--- src/rtl/ads1675_pkg.sv ---
// rtl/ads1675_pkg.sv - shared constants and types for the ADS1675 output emulator
package ads1675_pkg;

  localparam int DW_DEF          = 24;
  localparam int FRAME_SCLKS_DEF = 48;
  localparam int SCLK_DIV_DEF    = 2;

  typedef enum logic {
    IDLE  = 1'b0,
    FRAME = 1'b1
  } ads1675_tx_state_t;

  function automatic int cnt_width(input int n);
    return (n > 2) ? $clog2(n) : 1;
  endfunction

endpackage

--- src/rtl/ads1675_sclk_gen.sv ---
// rtl/ads1675_sclk_gen.sv - free-running sclk divider with a strobe on each sclk rise
module ads1675_sclk_gen
  import ads1675_pkg::*;
#(
  parameter int SCLK_DIV = SCLK_DIV_DEF
) (
  input  logic clk,
  input  logic rst,
  output logic sclk_o,
  output logic rise_stb
);

  localparam int DCW = cnt_width(SCLK_DIV);
  localparam logic [DCW-1:0] DIV_LAST = DCW'(SCLK_DIV - 1);
  localparam logic [DCW-1:0] DIV_HALF = DCW'(SCLK_DIV / 2);

  logic [DCW-1:0] div_cnt;
  logic [DCW-1:0] div_nxt;

  assign rise_stb = (div_cnt == DIV_LAST);
  assign div_nxt  = rise_stb ? '0 : div_cnt + 1'b1;

  // sclk is registered from the next count so the pin never glitches
  always_ff @(posedge clk) begin
    if (rst) begin
      div_cnt <= DIV_LAST;
      sclk_o  <= 1'b0;
    end else begin
      div_cnt <= div_nxt;
      sclk_o  <= (div_nxt < DIV_HALF);
    end
  end

endmodule

--- src/rtl/ads1675_emulator_tx.sv ---
// rtl/ads1675_emulator_tx.sv - serializes stream samples into an ADS1675-style SCLK/DRDY/DOUT frame
module ads1675_emulator_tx
  import ads1675_pkg::*;
#(
  parameter int DW          = DW_DEF,
  parameter int SCLK_DIV    = SCLK_DIV_DEF,
  parameter int FRAME_SCLKS = FRAME_SCLKS_DEF
) (
  input  logic          clk,
  input  logic          rst,
  input  logic          en,
  input  logic [DW-1:0] s_axis_tdata,
  input  logic          s_axis_tvalid,
  output logic          s_axis_tready,
  output logic          sclk_o,
  output logic          drdy_o,
  output logic          dout_o,
  output logic          underrun_o,
  output logic [15:0]   underrun_cnt
);

  localparam int BCW = cnt_width(FRAME_SCLKS);
  localparam logic [BCW-1:0] BIT_LAST = BCW'(FRAME_SCLKS - 1);

  ads1675_tx_state_t state, state_nxt;
  logic [BCW-1:0]    bit_cnt;
  logic [DW-1:0]     hold_data;
  logic              hold_valid;
  logic [DW-1:0]     shift_q;
  logic              rise_stb;
  logic              handshake;
  logic              frame_end;
  logic              frame_start;

  ads1675_sclk_gen #(.SCLK_DIV(SCLK_DIV)) u_sclk_gen (
    .clk      (clk),
    .rst      (rst),
    .sclk_o   (sclk_o),
    .rise_stb (rise_stb)
  );

  assign handshake   = s_axis_tvalid & s_axis_tready;
  assign frame_end   = (state == FRAME) && (bit_cnt == BIT_LAST);
  assign frame_start = rise_stb && en && ((state == IDLE) || frame_end);

  always_ff @(posedge clk) begin
    if (rst) state <= IDLE;
    else     state <= state_nxt;
  end

  always_comb begin
    state_nxt = state;
    if (frame_start)                state_nxt = FRAME;
    else if (rise_stb && frame_end) state_nxt = IDLE;
  end

  always_comb begin
    drdy_o = 1'b0;
    dout_o = 1'b0;
    if (state == FRAME) begin
      drdy_o = (bit_cnt == '0);
      dout_o = shift_q[DW-1];
    end
  end

  // Zeros shift in behind the sample, so dout is 0 for the tail of the frame
  always_ff @(posedge clk) begin
    if (rst) begin
      bit_cnt       <= '0;
      shift_q       <= '0;
      hold_data     <= '0;
      hold_valid    <= 1'b0;
      s_axis_tready <= 1'b0;
      underrun_o    <= 1'b0;
      underrun_cnt  <= '0;
    end else begin
      underrun_o    <= 1'b0;
      s_axis_tready <= frame_start | ~(hold_valid | handshake);
      if (frame_start) begin
        bit_cnt <= '0;
        if (hold_valid) begin
          shift_q    <= hold_data;
          hold_valid <= 1'b0;
        end else if (handshake) begin
          shift_q <= s_axis_tdata;
        end else begin
          shift_q    <= '0;
          underrun_o <= 1'b1;
          if (underrun_cnt != 16'hFFFF) underrun_cnt <= underrun_cnt + 16'd1;
        end
      end else begin
        if (rise_stb && (state == FRAME) && !frame_end) begin
          bit_cnt <= bit_cnt + 1'b1;
          shift_q <= {shift_q[DW-2:0], 1'b0};
        end
        if (handshake) begin
          hold_data  <= s_axis_tdata;
          hold_valid <= 1'b1;
        end
      end
    end
  end

endmodule

--- config.mk ---
export PLATFORM = sky130hd
export DESIGN_NAME = ads1675_emulator_tx
export DESIGN_NICKNAME = d
export VERILOG_FILES = /design/src/rtl/ads1675_pkg.sv /design/src/rtl/ads1675_sclk_gen.sv /design/src/rtl/ads1675_emulator_tx.sv
export SDC_FILE = /design/constraint.sdc
export NUM_CORES = 1
export LEC_CHECK = 0
export BUFFER_PORTS_ARGS = -buffer_cell sky130_fd_sc_hd__clkbuf_2
export CORE_ASPECT_RATIO = 1.2
export CORE_MARGIN = 2
export CORE_UTILIZATION = 30
export CTS_CLUSTER_SIZE = 24
export DETAILED_ROUTE_END_ITERATION = 8
export PLACE_DENSITY_LB_ADDON = 0.15
export RECOVER_POWER = 50
export SLEW_MARGIN = 40
export SYNTH_ARGS = -nofsm -noshare
export SYNTH_HDL_FRONTEND = slang
export SYNTH_SLANG_ARGS = --single-unit
export TNS_END_PERCENT = 5
--- constraint.sdc ---
create_clock -name clk -period 3.6 [get_ports clk]
set_input_delay 0.18 -clock clk [delete_from_list [all_inputs] [get_ports clk]]
set_output_delay 0.18 -clock clk [all_outputs]
set_load 0.005 [all_outputs]
# Word level (Yosys, flattened, before mapping)
# Cells that the tools add are included.
# totals
ff_bits	76
word_cells	49
# classes
magnitude_cmp	1
eq_ne	2
muxes	10
bitwise_logic	8
reduce_logical	15
add_sub_neg	3
# ops
op	n
$mux W24	4
$add A16 B1 Y16 const B	1
$ne A16 B16 Y1 const B	1
$add A6 B1 Y6 const B	1
$eq A6 B6 Y1 const B	1
$logic_and A1 B1 Y1	6
$logic_not A6 Y1	1
$mux W1	6
$not A1 Y1	5
$reduce_and A4 Y1	1
$reduce_bool A2 Y1	2
$reduce_or A3 Y1	1
$or A1 B1 Y1	2
$reduce_and A2 Y1	1
$reduce_or A2 Y1	1
$add A1 B1 Y1 const B	1
$and A1 B1 Y1	1
$logic_not A1 Y1	1
$logic_or A1 B1 Y1	1
$lt A1 B1 Y1 const B	1

# Logic depth before layout (Yosys ltp)
# Gate-level depths: netlist (run 1).
# logic_depth
depth_word	6
mapped_depth	7
mapped_depth_nobuf	6

# Modules after synthesis
# A second synthesis (run 1) with hierarchy kept.
# hier_totals
hier_cells	380
area_unflattened_um2	3721.1
# by_module_without_submodules
module	seq_area_each_um2	instances	area_each_um2	cells_each
ads1675_emulator_tx	1481.4	1	3668.5	376
ads1675_sclk_gen	40.0	1	52.6	4

# Worst setup path after synthesis (run 1)
# No wires, ideal clock.
# synth_timing
path_kind	register to register
from	register bit_cnt[0]
to	register underrun_cnt[11]
stages_incl_launch_ff	7
arrival_time_ns	2.038
period_less_slack_ns	2.161
t_required_ns	3.477
path_buffers	1
setup_slack_ns	1.439
path_cell_list	dfxtp_1 > ha_1 > a21oi_4 > or4_1 > buf_2 > nor4_1 > mux2_1
# synth_between
elab_chain_cells	5
# synth_lines
element	line_no	text
from (decl)	ads1675_emulator_tx.sv:26	logic [BCW-1:0] bit_cnt;
from (signal assigned)	ads1675_emulator_tx.sv:93	bit_cnt <= bit_cnt + 1'b1;
$eq A6 B6 Y1	ads1675_emulator_tx.sv:43	assign frame_end = (state == FRAME) && (bit_cnt == BIT_LAST);
$logic_and A1 B1 Y1	ads1675_emulator_tx.sv:43	
$logic_or A1 B1 Y1	ads1675_emulator_tx.sv:44	assign frame_start = rise_stb && en && ((state == IDLE) || frame_end);
$logic_and A1 B1 Y1	ads1675_emulator_tx.sv:44	
$reduce_and A4 Y1 (no source line)	n/a	
to (signal assigned)	ads1675_emulator_tx.sv:89	if (underrun_cnt != 16'hFFFF) underrun_cnt <= underrun_cnt + 16'd1;
to (decl)	ads1675_emulator_tx.sv:19	output logic [15:0] underrun_cnt
# No other way between the ends.
# A chain may end at the register's enable or synchronous reset.

# Final worst setup path (run 1)
# layout_timing
from	register bit_cnt[4]
to	register shift_q[17]
# layout_between
elab_chain_cells	5
elab_cells_between_ends	8
# layout_lines
element	line_no	text
$eq A6 B6 Y1 *	ads1675_emulator_tx.sv:43	
$logic_and A1 B1 Y1 *	ads1675_emulator_tx.sv:43	
$logic_or A1 B1 Y1 or $logic_not A1 Y1 (tied branches)	ads1675_emulator_tx.sv:44, ads1675_emulator_tx.sv:92	
$logic_and A1 B1 Y1 (on tied branches)	ads1675_emulator_tx.sv:44, ads1675_emulator_tx.sv:92	
$mux W24 or $reduce_bool A2 Y1 (tied branches)	n/a	
to (signal assigned)	ads1675_emulator_tx.sv:82	shift_q <= hold_data;
to (signal assigned)	ads1675_emulator_tx.sv:85	shift_q <= s_axis_tdata;
to (signal assigned)	ads1675_emulator_tx.sv:94	shift_q <= {shift_q[DW-2:0], 1'b0};
to (decl)	ads1675_emulator_tx.sv:29	logic [DW-1:0] shift_q;
# Mark *: on every way between the ends. The rest lies on a longest branch, timed or not.

==> results of run 1 <==
==> flip-flops by register name (all words and copies together) (netlist names), 6 cells and up <==
name,flops
underrun_cnt,16
bit_cnt,6
hold_data,24
shift_q,24
==> path summary, 6_finish.rpt <==
| kind | slack (ns) | depth (start not counted) | to | start |
|---|---|---|---|---|
| setup reg to reg | 1.02 | 5 | shift_q[17]$_SDFFE_PP0P_ | bit_cnt[4]$_SDFFE_PP0P_ |
| setup / recovery | 1.02 | 5 | shift_q[17]$_SDFFE_PP0P_ | bit_cnt[4]$_SDFFE_PP0P_ |
| hold / removal | 0.08 | 3 | hold_data[15]$_SDFFE_PP0P_ | s_axis_tdata[15] |
| hold reg to reg | 0.45 | 2 | hold_data[13]$_SDFFE_PP0P_ | hold_data[13]$_SDFFE_PP0P_ |
==> per-stage QoR <==
step | cell area [um2] | utilization [%] | std cells | total power (W)
after floorplan | 3468 | - | 396 | 0.001012
after global placement | 3847 | 33.73 | 583 | 0.001069
after detailed placement | 3847 | 33.73 | 583 | 0.001071
after CTS | 4151 | 36.40 | 599 | 0.002004
after global routing | 4140 | 36.30 | 599 | 0.002062
final | 4140 | 36.30 | 599 | 0.001965
==> cell usage after synthesis, drive strengths merged, types with 6 or more instances <==
library cell  count  area, um2
a21oi            35      190.2
clkbuf           20      75.07
inv              10      37.54
o221ai           17      148.9
nand2            60      225.2
mux2i            25      250.2
nand2b           36      225.2
nor2             22      82.58
dfxtp            76       1521
xnor2             6      52.55
nor3             10      50.05
==> routing by layer <==
metal | wire length [um] | vias up | track usage, %
li1 | - | 1479 | -
met1 | 3912 | 1340 | 17.99
met2 | 3757 | 40 | 21.13
met3 | 306 | 9 | 3.385
met4 | 106 | 0 | 4.833
met5 | 0 | - | 0
==> critical path: cells and delay by family (launching register included) <==
kind	cells	cell delay, ns
simple gates	3	1.25
compound gates	2	0.78
flops	1	0.39
==> cell type report <==
class | instances | share of cell area [%]
inverter | 10 | 0.9066
tap | 157 | 4.745
clock inverter | 4 | 1.148
timing repair buffer | 53 | 6.497
multi-input combinational | 287 | 43.76
clock buffer | 12 | 6.195
sequential | 76 | 36.75
==> layout by cell type (no fill, tap or decap), types with 2 or more instances in the layout <==
cell / instances
o211ai_1: 4
o22ai_1: 4
nor3_1: 10
a22oi_1: 3
nand3_1: 5
nor2b_1: 5
nand4b_1: 2
mux2i_1: 25
a31o_2: 2
nand3b_1: 4
nand2_1: 60
clkbuf_8: 2
and2_1: 2
clkinv_2: 2
buf_4: 4
inv_1: 10
a21oi_1: 34
clkbuf_1: 10
dfxtp_1: 76
nand2b_1: 36
clkbuf_2: 38
clkbuf_16: 9
or4_1: 3
nor4_1: 4
nand4_1: 5
nor4b_1: 3
and3_1: 2
o31ai_1: 2
ha_1: 3
mux2_1: 4
o221ai_1: 17
o21ai_0: 4
nor2_1: 22
xnor2_1: 6
a21o_1: 2
==> power groups by stage <==
stage	Clock (W)	Sequential [W]	Combinational, W
floorplan	0	0.000900	0.000111
global placement	0	0.000903	0.000166
detailed placement	0	0.000903	0.000168
CTS	0.000951	0.000885	0.000169
global route	0.000991	0.000888	0.000183
finish	0.000917	0.000885	0.000163
==> cells by family (layout without fill, tap and decap cells) <==
group / count (synthesis) / after routing / synth area share, %
fa+ha+maj: 3 / 3 / 1.082
compound gates: 77 / 77 / 14.97
buf+inv: 33 / 79 / 3.824
xor+xnor: 7 / 7 / 1.768
mux: 30 / 30 / 8.838
simple gates: 170 / 170 / 25.65
flops: 76 / 76 / 43.87
==> results.json, run 1 <==
{
  "gp_congestion": 0.7818,
  "start_kind": "flip-flop",
  "cap_violations": 0,
  "drive_above_1_share_pct": 15.16,
  "cts-hold-fix-buffers": 0,
  "path_clk_slew_ns": 0.06,
  "multiInputGateArea_um2": 1812,
  "cts_root_buf": "clkbuf_16",
  "grt_max_degree": 86,
  "maxSlewViolCount": 0,
  "p_int_w": 0.001504,
  "core_um2": 11410,
  "crit_chain": "and4b_4 -> a21oi_1 -> nor2_1 -> nand2_1 -> o221ai_1",
  "period_share_pct": 71.79,
  "grt_pass1_wl_mm": 13.15,
  "synthArstFlopShare_pct": 0,
  "clkSinkCount": 76,
  "syn_inst": 396,
  "synth_cell_types": 46,
  "p_sw_w": 0.0004609,
  "fill_cells": 1215,
  "vdd_drop_max_mv": 0.2812,
  "arrival_ns": 2.76,
  "drtIter0Drc": 156,
  "die_w_um": 102.2,
  "grt_overflow": 0,
  "via_count": 2868,
  "timing.final.ws_setup_ns": 1.015,
  "relSlewSlack_pct": 39.98,
  "cts-buffers-inserted": 9,
  "hold_viol": 0,
  "outcome": "finished clean",
  "ant_nets": 0,
  "p_sw_share_pct": 23.45,
  "cts_tree": "yes",
  "hold_class": "in -> reg",
  "avgRoutedWirePerCell_um": 13.49,
  "holdWs_ns": 0.08231,
  "vias_per_cell": 4.788,
  "power_frac_comb_pct": 8.3,
  "dp_slack_ns": 1.111,
  "power_frac_clock_pct": 46.7,
  "layout.nets": 468,
  "rsz0062_at_grt": "false",
  "grt_pass1_vias": 2694,
  "cts_setup_buffers": 0,
  "synth_edf_count": 0,
  "antenna_found_initial": 0,
  "required_ns": 3.77,
  "yosys_warnings": 0,
  "crit_type": "reg -> reg",
  "ys_ff_latch": 76,
  "tns_ns": 0,
  "p_leak_nw": 1.461,
  "io_pins": 49,
  "die_h_um": 121.8,
  "end_kind": "flip-flop",
  "rows": 43,
  "worst_slew_pin_slew_ns": 0.9003,
  "drc": 0,
  "drt_wl_total_mm": 8.082,
  "syn_nets": 427,
  "max_freq_ghz": 0.3869,
  "critPathSlowestCell": "nand2_1",
  "seqPwrFrac_pct": 45.0,
  "critPathMaxStageDelay_ns": 0.70,
  "start_util_pct": 30.41,
  "first_pass_iters": 4,
  "fin_worst_skew_ns": 0.007253,
  "grt_use_total_pct": 13.50,
  "htreeDepth": 3,
  "regArea_um2": 1521,
  "cts_resized": 0,
  "synth_seq_area_share_pct": 43.87,
  "port_buffers": 48,
  "setup_viol": 0,
  "cts.path.max_buffers": 2,
  "dieArea_um2": 12440,
  "insertion_delay_ns": 0.33,
  "area_growth_syn_to_layout_pct": 19.37,
  "synth_ff_type": "dfxtp_1",
  "p_per_area_nw_per_um2": 474.7,
  "syn-cell-area_um2": 3468,
  "syn_avg_cell_area_um2": 8.758,
  "min_period_ns": 2.585,
  "diodes": 0,
  "worst-path-max-fanout": 24,
  "dp_hpwl_mm": 5.147
}
No activity file was read; power rests on OpenSTA's default activity.
==> run 2: changes to the inputs <==
==> constraint.sdc (replaced) <==
create_clock -name clk -period 2.7 [get_ports clk]
set_input_delay 0.135 -clock clk [delete_from_list [all_inputs] [get_ports clk]]
set_output_delay 0.135 -clock clk [all_outputs]
set_load 0.005 [all_outputs]
==> run 2 against run 1 <==
Wire length increased by 2.5%. Die area unchanged. Utilization up 1.1 points. Combinational power up 41%. Final area rose by 3.0%. Final cell count grew 1.0%. Global-route usage up 0.71 points. Maximum frequency is 8.9% higher. Worst hold slack lost 0.050 ns. Highest routed layer unchanged. Largest cell class unchanged. Sequential cell count unchanged. Sequential power increased by 33%. Critical path depth rose by 3.
==> results.json, run 2 (same netlist as run 1, synthesis figures left out) <==
{
  "outcome": "finished clean",
  "insertion_delay_ns": 0.34,
  "drive_above_1_share_pct": 16.74,
  "cts-hold-fix-buffers": 0,
  "die_h_um": 121.8,
  "vdd_drop_max_mv": 0.3386,
  "cts_resized": 0,
  "core_um2": 11410,
  "ant_nets": 0,
  "grt_pass1_wl_mm": 13.86,
  "rsz0062_at_grt": "false",
  "min_period_ns": 2.373,
  "drt_wl_total_mm": 8.287,
  "crit_type": "reg -> reg",
  "grt_max_degree": 46,
  "fill_cells": 1218,
  "arrival_ns": 2.56,
  "tns_ns": 0,
  "first_pass_iters": 6,
  "cts_root_buf": "clkbuf_16",
  "die_w_um": 102.2,
  "fin_worst_skew_ns": 0.007621,
  "grt_pass1_vias": 2876,
  "p_leak_nw": 1.516,
  "via_count": 2942,
  "end_kind": "flip-flop",
  "setup_viol": 0,
  "dp_slack_ns": 0.3705,
  "area_growth_syn_to_layout_pct": 22.98,
  "gp_congestion": 0.7683,
  "relSlewSlack_pct": 46.95,
  "vias_per_cell": 4.863,
  "grt_use_total_pct": 14.21,
  "drc": 0,
  "layout.nets": 475,
  "rows": 43,
  "maxSlewViolCount": 0,
  "start_kind": "flip-flop",
  "worst_slew_pin_slew_ns": 0.7937,
  "clkSinkCount": 76,
  "port_buffers": 48,
  "drtIter0Drc": 118,
  "htreeDepth": 3,
  "dieArea_um2": 12440,
  "cts_tree": "yes",
  "avgRoutedWirePerCell_um": 13.70,
  "cts_setup_buffers": 0,
  "hold_class": "in -> reg",
  "start_util_pct": 30.41,
  "worst-path-max-fanout": 24,
  "hold_viol": 0,
  "cts.path.max_buffers": 2,
  "diodes": 0,
  "period_share_pct": 87.89,
  "final_common_cell": "dfxtp_1",
  "reg_top3": "hold_data: 24 flops, shift_q: 24 flops, underrun_cnt: 16 flops",
  "cap_violations": 0,
  "p_per_area_nw_per_um2": 684.9,
  "cts-buffers-inserted": 9,
  "required_ns": 2.89,
  "mostFrequentLayoutCells": "dfxtp_1, nand2_1, clkbuf_2, nand2b_1, a21oi_1",
  "antenna_found_initial": 0,
  "post-place-cells": 590,
  "path_clk_slew_ns": 0.06,
  "timing.final.ws_setup_ns": 0.3270,
  "io_pins": 49,
  "max_freq_ghz": 0.4214,
  "fin_cells": 605,
  "grt_overflow": 0,
  "dp_hpwl_mm": 5.432
}
-- run 2: stage by stage --
stage	hold WS (ns)	cell area (um2)	total power [W]	utilization, %
3_5_place_dp	0.3774	3913	0.001441	34.30
5_1_grt	0.03796	4265	0.003033	37.40
3_3_place_gp	0.3723	3913	0.001437	34.30
4_1_cts	0.01749	4285	0.002968	37.57
2_1_floorplan	0.2710	3468	0.001349	-
6_report	0.03248	4265	0.002921	37.40
-- run 2: critical path, cell delays in order, from the launching register on --
cell and delay [ns]:
dfxtp_1 0.34, ha_1 0.31, a21oi_4 0.16, clkbuf_1 0.37
nor2_1 0.09, clkbuf_1 0.23, nand2_1 0.11, clkbuf_2 0.42
o221ai_1 0.18
-- run 2: layout make-up --
class	instances	area (um2)	share of cell area (%)
clock inverters	4	120.1	2.816
repair buffers	60	322.8	7.568
well taps	157	196.4	4.605
multi-input cells	287	1814	42.53
clock buffers	11	252.7	5.925
flip-flops and latches	76	1521	35.67
inverters	10	37.54	0.8800
-- run 2: worst paths after layout --
check / startpoint / to / slack, ns / cells after the start
hold reg to reg: hold_data[3]$_SDFFE_PP0P_ / hold_data[3]$_SDFFE_PP0P_ / 0.45 / 2
setup reg to reg: bit_cnt[0]$_SDFFE_PP0P_ / shift_q[7]$_SDFFE_PP0P_ / 0.33 / 8
hold / removal: s_axis_tdata[20] / hold_data[20]$_SDFFE_PP0P_ / 0.03 / 3
setup / recovery: bit_cnt[0]$_SDFFE_PP0P_ / shift_q[7]$_SDFFE_PP0P_ / 0.33 / 8
-- run 2: metal layers --
metal	wire length, um	part of all wire [%]	GRT usage [%]
met5	0	0	0
met4	257	3.1	6.667
met3	406	4.9	3.328
met2	3762	45	22.41
met1	3861	47	18.28
-- run 2: where the power goes --
part | switching, W | leakage, nW | total [W] | internal [W]
clock | 0.000470 | 0.182 | 0.00151 | 0.00104
sequential | 0.0000202 | 0.617 | 0.00118 | 0.00116
combinational | 0.000139 | 0.717 | 0.000230 | 0.0000903
==> run 3: changes to the inputs <==
--- a/config.mk
+++ b/config.mk
@@ -6,11 +6,11 @@
 export NUM_CORES = 1
 export LEC_CHECK = 0
 export BUFFER_PORTS_ARGS = -buffer_cell sky130_fd_sc_hd__clkbuf_2
-export CORE_ASPECT_RATIO = 1.2
 export CORE_MARGIN = 2
 export CORE_UTILIZATION = 30
 export CTS_CLUSTER_SIZE = 24
 export DETAILED_ROUTE_END_ITERATION = 8
+export HOLD_SLACK_MARGIN = 0.02
 export PLACE_DENSITY_LB_ADDON = 0.15
 export RECOVER_POWER = 50
 export SLEW_MARGIN = 40
==> run 3 against run 2 <==
Non-clock buffer count up 4. Register-to-register slack worse by 0.03 ns. Sequential share of layout area up 0.52 points. Worst setup slack worse by 0.033 ns. Clock skew up 0.0015 ns. Die area about the same. Wire length down 1.3%. Critical path depth down 3. Via count down 1.8%. Largest power group unchanged. Highest routed layer unchanged.
==> results.json, run 3 (same netlist as run 1, synthesis figures left out) <==
{
  "outcome": "finished clean",
  "required_ns": 2.92,
  "rsz0062_at_grt": "false",
  "p_leak_nw": 1.494,
  "dp_hpwl_mm": 5.277,
  "grt_overflow": 0,
  "drc": 0,
  "fin_worst_skew_ns": 0.009164,
  "drt_wl_total_mm": 8.182,
  "cts-hold-fix-buffers": 5,
  "area_growth_syn_to_layout_pct": 21.21,
  "start_util_pct": 30.51,
  "cts.path.max_buffers": 2,
  "crit_type": "reg -> reg",
  "die_w_um": 111.5,
  "insertion_delay_ns": 0.34,
  "diodes": 0,
  "cap_violations": 0,
  "layout.nets": 479,
  "critPathSlowestCell": "or4_1",
  "via_count": 2889,
  "fill_cells": 1175,
  "core_um2": 11370,
  "fin_util_pct": 36.98,
  "reg_top3": "hold_data: 24 flops, shift_q: 24 flops, underrun_cnt: 16 flops",
  "worst_slew_pin_slew_ns": 1.244,
  "hold_class": "in -> reg",
  "dp_slack_ns": 0.2998,
  "setup_viol": 0,
  "timing.final.ws_setup_ns": 0.2944,
  "cts_root_buf": "clkbuf_16",
  "io_pins": 49,
  "final_common_cell": "dfxtp_1",
  "vias_per_cell": 4.847,
  "crit_chain": "ha_1 -> a21oi_4 -> or4_1 -> nor4_1 -> mux2_1",
  "gp_congestion": 0.8081,
  "grt_pass1_vias": 2679,
  "max_freq_ghz": 0.4157,
  "rows": 39,
  "die_h_um": 111.5,
  "path_clk_slew_ns": 0.06,
  "avgRoutedWirePerCell_um": 13.73,
  "dieArea_um2": 12440,
  "grt_use_total_pct": 13.50,
  "drive_above_1_share_pct": 16.11,
  "clkSinkCount": 76,
  "tns_ns": 0,
  "grt_pass1_wl_mm": 13.45,
  "holdWs_ns": 0.02967,
  "mostFrequentLayoutCells": "dfxtp_1, nand2_1, clkbuf_2, nand2b_1, a21oi_1",
  "period_share_pct": 89.10,
  "end_kind": "flip-flop",
  "htreeDepth": 3,
  "min_period_ns": 2.406,
  "cts-buffers-inserted": 9,
  "p_per_area_nw_per_um2": 626.1,
  "start_kind": "flip-flop",
  "ant_nets": 0,
  "cts_setup_buffers": 0,
  "cts_tree": "yes",
  "cts_resized": 0,
  "drtIter0Drc": 136,
  "grt_max_degree": 38,
  "worst-path-max-fanout": 10,
  "critPathMaxStageDelay_ns": 0.70,
  "maxSlewViolCount": 0,
  "port_buffers": 48,
  "vdd_drop_max_mv": 0.4127,
  "arrival_ns": 2.63,
  "relSlewSlack_pct": 16.60,
  "hold_viol": 0,
  "first_pass_iters": 4,
  "antenna_found_initial": 0
}
-- run 3: worst paths after layout --
path                                            startpoint                       endpoint  slack (ns)  cells after the start
worst min register to register  hold_data[21]$_SDFFE_PP0P_     hold_data[21]$_SDFFE_PP0P_        0.45                      2
worst min-delay path                      s_axis_tdata[18]     hold_data[18]$_SDFFE_PP0P_        0.03                      3
worst max register to register     bit_cnt[0]$_SDFFE_PP0P_  underrun_cnt[13]$_SDFFE_PP0P_        0.29                      5
worst max-delay path               bit_cnt[0]$_SDFFE_PP0P_  underrun_cnt[13]$_SDFFE_PP0P_        0.29                      5
-- run 3: critical path, delay by kind of cell, from the launching register on --
kind                     cells  cell delay (ns)
flip-flops                   1             0.39
adder cells (fa/ha/maj)      1             0.33
multiplexers                 1             0.35
AO/OA/AOI/OAI                1             0.15
AND/OR/NAND/NOR              2             1.06
-- run 3: stage by stage --
| stage | area [um2] | std cells | power, W |
|---|---|---|---|
| after CTS | 4229 | 596 | 0.002675 |
| after global placement | 3875 | 575 | 0.001432 |
| final | 4204 | 596 | 0.002632 |
| after detailed placement | 3875 | 575 | 0.001436 |
| after floorplan | 3468 | 396 | 0.001349 |
| after global routing | 4204 | 596 | 0.002745 |
-- run 3: final cells by class --
class	count	area, um2	share of cell area [%]
clock inverters	4	47.55	1.131
well taps	143	178.9	4.256
repair buffers	64	352.8	8.393
inverters	10	37.54	0.8929
clock buffers	12	256.5	6.101
multi-input cells	287	1809	43.04
flip-flops and latches	76	1521	36.19
-- run 3: per-layer routing --
layer	vias to the layer above	GRT usage, %	routed length (um)
li1	1501	-	-
met1	1324	18.79	4222
met2	54	19.63	3514
met3	10	3.756	329
met4	0	5.679	117
met5	-	0	0
-- run 3: where the power goes --
| part | switching (W) | internal, W | total, W |
|---|---|---|---|
| clock network | 0.000459 | 0.000763 | 0.00122 |
| logic | 0.000139 | 0.0000904 | 0.000230 |
| registers | 0.0000210 | 0.00116 | 0.00118 |
